### config.mk
export PLATFORM = sky130hd
export DESIGN_NAME = bcd_counter_8d
export DESIGN_NICKNAME = d
export VERILOG_FILES = /design/src/rtl/bcd_counter_8d.sv
export SDC_FILE = /design/constraint.sdc
export NUM_CORES = 1
export LEC_CHECK = 0
export ABC_CLOCK_PERIOD_IN_PS = 2800
export CELL_PAD_IN_SITES_DETAIL_PLACEMENT = 1
export CELL_PAD_IN_SITES_GLOBAL_PLACEMENT = 2
export CORE_MARGIN = 4
export CORE_UTILIZATION = 28
export CTS_BUF_LIST = sky130_fd_sc_hd__clkbuf_4 sky130_fd_sc_hd__clkbuf_8
export DETAILED_ROUTE_END_ITERATION = 16
export PLACE_DENSITY_LB_ADDON = 0.12
export SYNTH_ARGS = -nofsm -noshare
export SYNTH_HDL_FRONTEND = slang
export SYNTH_SLANG_ARGS = --single-unit
### constraint.sdc
create_clock -name clk -period 2.8 [get_ports clk]
set_clock_uncertainty 0.2 [all_clocks]
set_input_delay 0.56 -clock clk [delete_from_list [all_inputs] [get_ports clk]]
set_output_delay 0.56 -clock clk [all_outputs]
set_load 0.02 [all_outputs]
### src/rtl/bcd_counter_8d.sv
// bcd_counter_8d
// -----------------------------------------------------------------------------
// Eight-digit BCD up/down counter with a built-in prescaler. The prescaler
// counts enabled clk cycles. Every DIV of them it produces one internal step,
// and each step moves the count by one in the selected direction. Everything
// runs on clk, and the prescaler acts only as a clock enable.
//
// Ports
//   clk       in   1  system clock, all state updates on the rising edge
//   rst       in   1  asynchronous active-high reset
//   en        in   1  count enable; 0 freezes the prescaler and the digits
//   up        in   1  direction (1 = increment); only its value on a step edge matters
//   load      in   1  one-cycle synchronous load strobe (wins over a step)
//   load_val  in  32  eight BCD nibbles to load, digit 0 = [3:0]
//   Hexs      out 32  current count, eight BCD nibbles, registered
//   tick      out  1  one-cycle pulse in the cycle Hexs shows a stepped value
//   Rc        out  1  one-cycle pulse in the cycle Hexs shows a wrapped value
//
// Handshake: none. The outputs are plain registered state. tick and Rc are
// qualifiers that are valid in the same cycle as the Hexs value they describe.
// -----------------------------------------------------------------------------
module bcd_counter_8d #(
    parameter int unsigned DIV = 100_000_000
) (
    input  logic        clk,
    input  logic        rst,
    input  logic        en,
    input  logic        up,
    input  logic        load,
    input  logic [31:0] load_val,
    output logic [31:0] Hexs,
    output logic        tick,
    output logic        Rc
);

    localparam logic [31:0] DIV_M1 = DIV - 32'd1;

    logic [31:0] presc_q, presc_d;
    logic [31:0] hexs_q, hexs_d;
    logic        tick_q, tick_d;
    logic        rc_q, rc_d;
    logic        presc_end;
    logic        wrap;

    // Any nibble above 9 is forced to 9, so Hexs never holds a non-BCD digit.
    function automatic logic [31:0] bcd_clamp(input logic [31:0] v);
        logic [31:0] r;
        r = v;
        for (int i = 0; i < 8; i++) begin
            if (v[i*4 +: 4] > 4'd9) r[i*4 +: 4] = 4'd9;
        end
        return r;
    endfunction

    // Ripple increment: a 9 rolls to 0 and passes the carry to the next digit.
    function automatic logic [31:0] bcd_inc(input logic [31:0] v);
        logic [31:0] r;
        logic        c;
        r = v;
        c = 1'b1;
        for (int i = 0; i < 8; i++) begin
            if (c) begin
                if (v[i*4 +: 4] == 4'd9) begin
                    r[i*4 +: 4] = 4'd0;
                end else begin
                    r[i*4 +: 4] = v[i*4 +: 4] + 4'd1;
                    c = 1'b0;
                end
            end
        end
        return r;
    endfunction

    // Ripple decrement: a 0 rolls to 9 and borrows from the next digit.
    function automatic logic [31:0] bcd_dec(input logic [31:0] v);
        logic [31:0] r;
        logic        b;
        r = v;
        b = 1'b1;
        for (int i = 0; i < 8; i++) begin
            if (b) begin
                if (v[i*4 +: 4] == 4'd0) begin
                    r[i*4 +: 4] = 4'd9;
                end else begin
                    r[i*4 +: 4] = v[i*4 +: 4] - 4'd1;
                    b = 1'b0;
                end
            end
        end
        return r;
    endfunction

    assign presc_end = (presc_q == DIV_M1);
    assign wrap      = up ? (hexs_q == 32'h9999_9999) : (hexs_q == 32'h0000_0000);

    always_comb begin
        presc_d = presc_q;
        hexs_d  = hexs_q;
        tick_d  = 1'b0;
        rc_d    = 1'b0;
        if (load) begin
            // A load on a step edge suppresses the step and restarts the prescaler.
            hexs_d  = bcd_clamp(load_val);
            presc_d = 32'd0;
        end else if (en) begin
            if (presc_end) begin
                presc_d = 32'd0;
                hexs_d  = up ? bcd_inc(hexs_q) : bcd_dec(hexs_q);
                tick_d  = 1'b1;
                rc_d    = wrap;
            end else begin
                presc_d = presc_q + 32'd1;
            end
        end
    end

    always_ff @(posedge clk or posedge rst) begin
        if (rst) begin
            presc_q <= 32'd0;
            hexs_q  <= 32'd0;
            tick_q  <= 1'b0;
            rc_q    <= 1'b0;
        end else begin
            presc_q <= presc_d;
            hexs_q  <= hexs_d;
            tick_q  <= tick_d;
            rc_q    <= rc_d;
        end
    end

    assign Hexs = hexs_q;
    assign tick = tick_q;
    assign Rc   = rc_q;

endmodule

* Yosys cells after proc, flatten, opt, wreduce, memory -nomap -nowiden
Cells that the tools add are included.
** Word-level totals
- Bits of input ports :: 37
- Flip-flop bits (word level) :: 66
- Output and inout port bits :: 34
** Operators by class
- Reduce and logical (&&, ||, !) cells :: 26
- Equal/unequal tests :: 17
- $lt $le $gt $ge :: 8
- Muxes and demuxes :: 120
- $add $sub $neg :: 17
** Operators by type and width (number)
- $mux W32 :: 7
- $mux W4 :: 38
- $mux W1 :: 75
- $add A32 B1 Y32 const B :: 1
- $add A4 B1 Y4 const B :: 8
- $eq A32 B27 Y1 const B :: 1
- $eq A32 B32 Y1 const B :: 1
- $eq A4 B4 Y1 const B :: 8
- $gt A4 B4 Y1 const B :: 8
- $logic_not A32 Y1 :: 1
- $logic_not A4 Y1 :: 8
- $sub A4 B1 Y4 const B :: 8
- $reduce_and A4 Y1 :: 7
- $ne A3 B1 Y1 const B :: 7
- $reduce_bool A3 Y1 :: 7
- $reduce_bool A2 Y1 :: 2
- $reduce_and A2 Y1 :: 1

* Longest topological paths before layout
- Word-level depth :: 34
- Gate-level depth with buffers :: 9

* Worst setup path after synthesis
OpenSTA, ideal clock, no wires.
- Path type :: flip-flop to flip-flop
- From :: register hexs_q[3] (netlist: Hexs[3])
- To :: register hexs_q[26] (netlist: Hexs[26])
- Setup slack :: -0.257 ns
- Stages on the path, launching flop included :: 8
- Clock period less this slack :: 3.057 ns
- Path buffers :: 1
- Data arrival time :: 2.730 ns
- Path through :: dfrtp_1 buf_6 or4_4 or4b_4 or4_4 mux2i_1 a21oi_2 mux2_1
** On the way
- Word-level cells in the longest chain between the ends :: 27
** RTL lines
- start: declaration :: RTL line 39 : logic [31:0] hexs_q, hexs_d;
- start signal: assignment :: RTL line 125 : hexs_q <= hexs_d;
- $eq A4 B4 Y1 or $logic_not A4 Y1 (tied branches) :: RTL line 63, 82
- $mux W1 (on tied branches) :: RTL line 63, 82
- $mux W1 :: RTL line 106 : if (presc_end) begin
- $mux W1 :: RTL line 105 : end else if (en) begin
- $mux W1 :: RTL line 101 : if (load) begin
- $mux W1 (on tied branches) :: RTL line 62, 81
- $mux W1 :: RTL line 106
- $mux W1 :: RTL line 105
- [11 not listed]
- $mux W1 :: RTL line 105
- $mux W1 :: RTL line 101
- $mux W1 (on tied branches) :: RTL line 62, 81
- $mux W1 :: RTL line 106
- $mux W1 :: RTL line 105
- $mux W1 :: RTL line 101
- $ne A3 B1 Y1 (no line) or $reduce_bool A3 Y1 (tied branches)
- $reduce_and A4 Y1 (no line) *
Mark *: on every way between the ends. The rest lies on a longest branch, timed or not. The select of a mux whose other input is x is not followed.
A chain may end at the register's enable or synchronous reset.

* Final worst setup path
- From :: register hexs_q[6] (netlist: Hexs[6])
- To :: register hexs_q[26] (netlist: Hexs[26])
** On the way
- Word-level cells in the longest chain between the ends :: 24
** RTL lines (RTL line)
- $eq A4 B4 Y1 or $logic_not A4 Y1 (tied branches) :: 63, 82
- $mux W1 (on tied branches) :: 63, 82
- $mux W1 (on tied branches) :: 62, 81
- $mux W1 :: 106
- $mux W1 :: 105
- $mux W1 :: 101
- $mux W1 (on tied branches) :: 62, 81
- $mux W1 :: 106
- [8 not listed]
- $mux W1 :: 105
- $mux W1 :: 101
- $mux W1 (on tied branches) :: 62, 81
- $mux W1 :: 106
- $mux W1 :: 105
- $mux W1 :: 101
- $ne A3 B1 Y1 (no line) or $reduce_bool A3 Y1 (tied branches)
- $reduce_and A4 Y1 (no line) *
Marked as above.

==> flow_metrics.py <==
metrics = {
    "power": {
        "netSwitchingFraction": 0.338,
        "peakVddDrop_uv": 275,
        "leakagePower_nw": 2.51,
        "power_switching_mw": 0.964,
        "power_frac_seq": 0.382,
        "clockPowerShare": 0.319,
        "fin_total_pwr_mw": 2.86,
        "pwr-share-comb": 0.299,
        "power_density_nw_per_um2": 443,
        "p_int_mw": 1.89,
    },
    "clock_tree": {
        "cts_root_buf": "clkbuf_8",
        "clock_path_buffers": 2,
        "htree_levels": 3,
        "clkTransAtPathRegs_ns": 0.08,
        "insertion_delay_ns": 0.37,
        "cts_tree": "yes",
        "clock-sinks": 66,
        "hold_buffers": 0,
        "cts_buffers": 9,
    },
    "finish": {
        "finish.instance_area_um2": 6440,
        "nNetsFinal": 755,
        "stdcell_count": 942,
        "multi_input_area_um2": 2980,
        "drive_gt1_frac": 0.161,
        "syn_to_final_growth_pct": 32.6,
        "final_util": 0.383,
        "final-seq-area_um2": 1660,
        "nFillCells": 2035,
    },
    "synth": {
        "ys_types": 68,
        "synth_top_area_frac": 0.340,
        "synth_area_leaders": "dfrtp_1 34%, nor2_1 5.9%, xnor2_1 4.3%, nand2_1 4.2%, o21ai_0 3.7%",
        "synth-edff-count": 0,
        "async_reset_ff_frac": 1.00,
        "syn_area_um2": 4860,
        "synth-main-ff-cell": "dfrtp_1",
        "syn_avg_cell_area_um2": 7.89,
        "synthesis.instances": 616,
        "synth_warnings": 0,
        "yosysTopAreaCell": "dfrtp_1",
        "synth-seq-cells": 66,
        "syn_nets": 654,
        "synth-seq-area-share": 0.340,
    },
    "floorplan": {
        "initial_utilization": 0.289,
        "die-area_um2": 19500,
        "dieHeight_um": 140,
        "dieWidth_um": 140,
        "io_pins": 71,
        "core_area_um2": 16800,
        "rows": 47,
    },
    "timing": {
        "hold_viol": 0,
        "rsz0062_at_grt": "true",
        "layout_worst_path_cycle_share": 1.03,
        "worst_slew_pin_slew_ns": 0.565,
        "fin_ws_ns": -0.0922,
        "slew_headroom": 0.624,
        "finalMaxSlewViolations": 0,
        "fmax_ghz": 0.346,
        "setup_viol": 4,
        "layout_min_cycle_time_ns": 2.89,
    },
    "place": {
        "dp_slack_ns": -0.0780,
        "dpl.hpwl_um": 12700,
        "placed_cell_area_um2": 6180,
        "port_buffers": 70,
        "place_congestion": 0.791,
        "dp.cells": 925,
    },
    "drt": {
        "wl_met3_um": 484,
        "wl_met1_um": 7040,
        "vias": 5065,
        "routedWlPerCell_um": 18.2,
        "routed_wl_um": 17100,
        "drc_errors": 0,
        "drt_iter0_drc": 223,
        "wl_met2_um": 9310,
        "topRoutingLayerUsed": "met4",
        "firstDrtPassIters": 4,
        "ant_nets": 0,
        "vias_per_cell": 5.38,
    },
    "critical_path": {
        "critPathSlowestCell": "or4b_4",
        "crit_chain": "or4_4 -> or4b_4 -> or4_4 -> mux2i_1 -> a21oi_2 -> mux2_4",
        "critical_path_class": "reg2reg",
        "cp.required_ns": 2.86,
        "end_kind": "register",
        "cp_common_cell": "or4_4",
        "critical_path.max_stage_delay_ns": 0.58,
        "worstPathArrival_ns": 2.95,
        "cp-start-kind": "register",
        "cp_max_fo": 4,
    },
    "grt": {
        "antenna_found_initial": 0,
        "overflow": 0,
        "grt_pass1_wl_um": 28800,
        "grt_pass1_vias": 5439,
        "grt_max_degree": 74,
        "grt_use_total": 0.180,
    },
    "job": {
        "drv_cap": 0,
    },
    "outcome": {
        "violations": "negative setup slack",
        "status": "complete, but fails checks",
    },
    "hold_path": {
        "hold_class": "in2async",
    },
}
## per-layer routing
metal / vias to the layer above / track usage
met5: - / 0
met1: 2529 / 0.211
met4: 0 / 0.0469
met3: 24 / 0.0381
met2: 69 / 0.331
li1: 2443 / -
## power groups by stage
stage	clock, mW	combinational, mW	sequential, mW
global route	0.998	0.936	1.10
finish	0.912	0.854	1.09
floorplan	0	0.442	1.14
global placement	0	0.834	1.10
detailed placement	0	0.846	1.11
CTS	0.952	0.855	1.09
## cells by family after synthesis
kind of cell | share of synthesized area
and+or+nand+nor | 0.304
AOI/OAI and AO/OA | 0.195
buffers and inverters | 0.0572
DFF | 0.340
xor gates and xnor gates | 0.0757
muxes | 0.0258
adders and majority gates | 0.00257
## per-stage QoR
stage	hold WS, ns	setup TNS [ns]
after floorplan	0.297	-0.727
after global placement	0.323	-0.0390
after detailed placement	0.333	-0.266
after CTS	0.316	-0.416
after global routing	0.332	-0.724
final	0.324	-0.256
## repair_timing
item / in CTS / in global routing
gates resized for setup: 1 / 5
pin swaps: 0 / 4
endpoints found under the setup margin: 6 / 13
buffers inserted: 0 / 1
## flip-flops by register name (all words and copies together) (netlist names)
name / flops
Hexs: 32
tick: 1
presc_q: 32
Rc: 1
## synth_stat cells, types with 3 or more instances
library cell,number
nor2_1,77
dfrtp_1,66
nand2_1,55
clkbuf_1,39
o21ai_0,36
nand3_1,33
xnor2_1,24
a21oi_1,22
nor3_1,22
inv_1,19
xor2_1,18
nand4_1,17
nor4_1,14
a31oi_1,12
mux2i_1,8
nand3b_1,8
o211ai_1,8
o31ai_1,7
and2_1,6
o22ai_1,6
or2_2,6
or4_1,6
nand2b_1,5
o21a_1,5
a21o_1,4
a221oi_1,4
a32oi_1,4
and3_1,4
and4_1,4
buf_1,4
nand4b_1,4
nor4bb_1,4
or3_1,4
a211oi_1,3
a21boi_0,3
buf_2,3
nor2b_1,3
nor3b_1,3
o21ai_1,3
o311ai_0,3
or4_4,3
## worst max-delay path, delay by kind of cell (launching register included)
family	cells	cell delay (ns)
AOI/OAI and AO/OA	1	0.12
and+or+nand+nor	3	1.53
muxes	2	0.51
DFF	1	0.41
## path summary, 6_finish.rpt
path / startpoint / end / slack (ns) / depth (start not counted)
max in group asynchronous: rst / presc_q[21] / 1.42 / 3
worst min register to register: presc_q[23] / presc_q[23] / 0.34 / 2
min in group clk: presc_q[23] / presc_q[23] / 0.34 / 2
worst max-delay path: Hexs[6] / Hexs[26] / -0.09 / 6
worst max register to register: Hexs[6] / Hexs[26] / -0.09 / 6
worst min-delay path: rst / Hexs[2] / 0.32 / 2
## area by class of cell
cell class                 instances  area share
multi-input combinational        481       0.462
sequential                        66       0.257
timing repair buffer             138       0.192
tap                              220      0.0427
clock buffer                       9      0.0192
clock inverter                     6      0.0144
inverter                          21      0.0122
antenna                            1    0.000388
## cells in the final DEF, fill, tap and decap left out, types with 5 or more instances in the layout
| cell | Yosys | final |
|---|---|---|
| a21oi_1 | 22 | 21 |
| a31oi_1 | 12 | 12 |
| and2_1 | 6 | 6 |
| buf_4 | 0 | 65 |
| clkbuf_8 | 0 | 9 |
| clkdlybuf4s50_1 | 0 | 68 |
| dfrtp_1 | 66 | 63 |
| inv_1 | 19 | 18 |
| mux2i_1 | 8 | 8 |
| nand2_1 | 55 | 55 |
| nand2b_1 | 5 | 5 |
| nand3_1 | 33 | 33 |
| nand3b_1 | 8 | 8 |
| nand4_1 | 17 | 17 |
| nor2_1 | 77 | 77 |
| nor3_1 | 22 | 22 |
| nor4_1 | 14 | 13 |
| o211ai_1 | 8 | 8 |
| o21a_1 | 5 | 5 |
| o21ai_0 | 36 | 36 |
| o22ai_1 | 6 | 6 |
| o31ai_1 | 7 | 7 |
| or2_2 | 6 | 6 |
| or4_1 | 6 | 6 |
| xnor2_1 | 24 | 24 |
| xor2_1 | 18 | 18 |
Note: power is estimated with default switching activity, not from simulation.
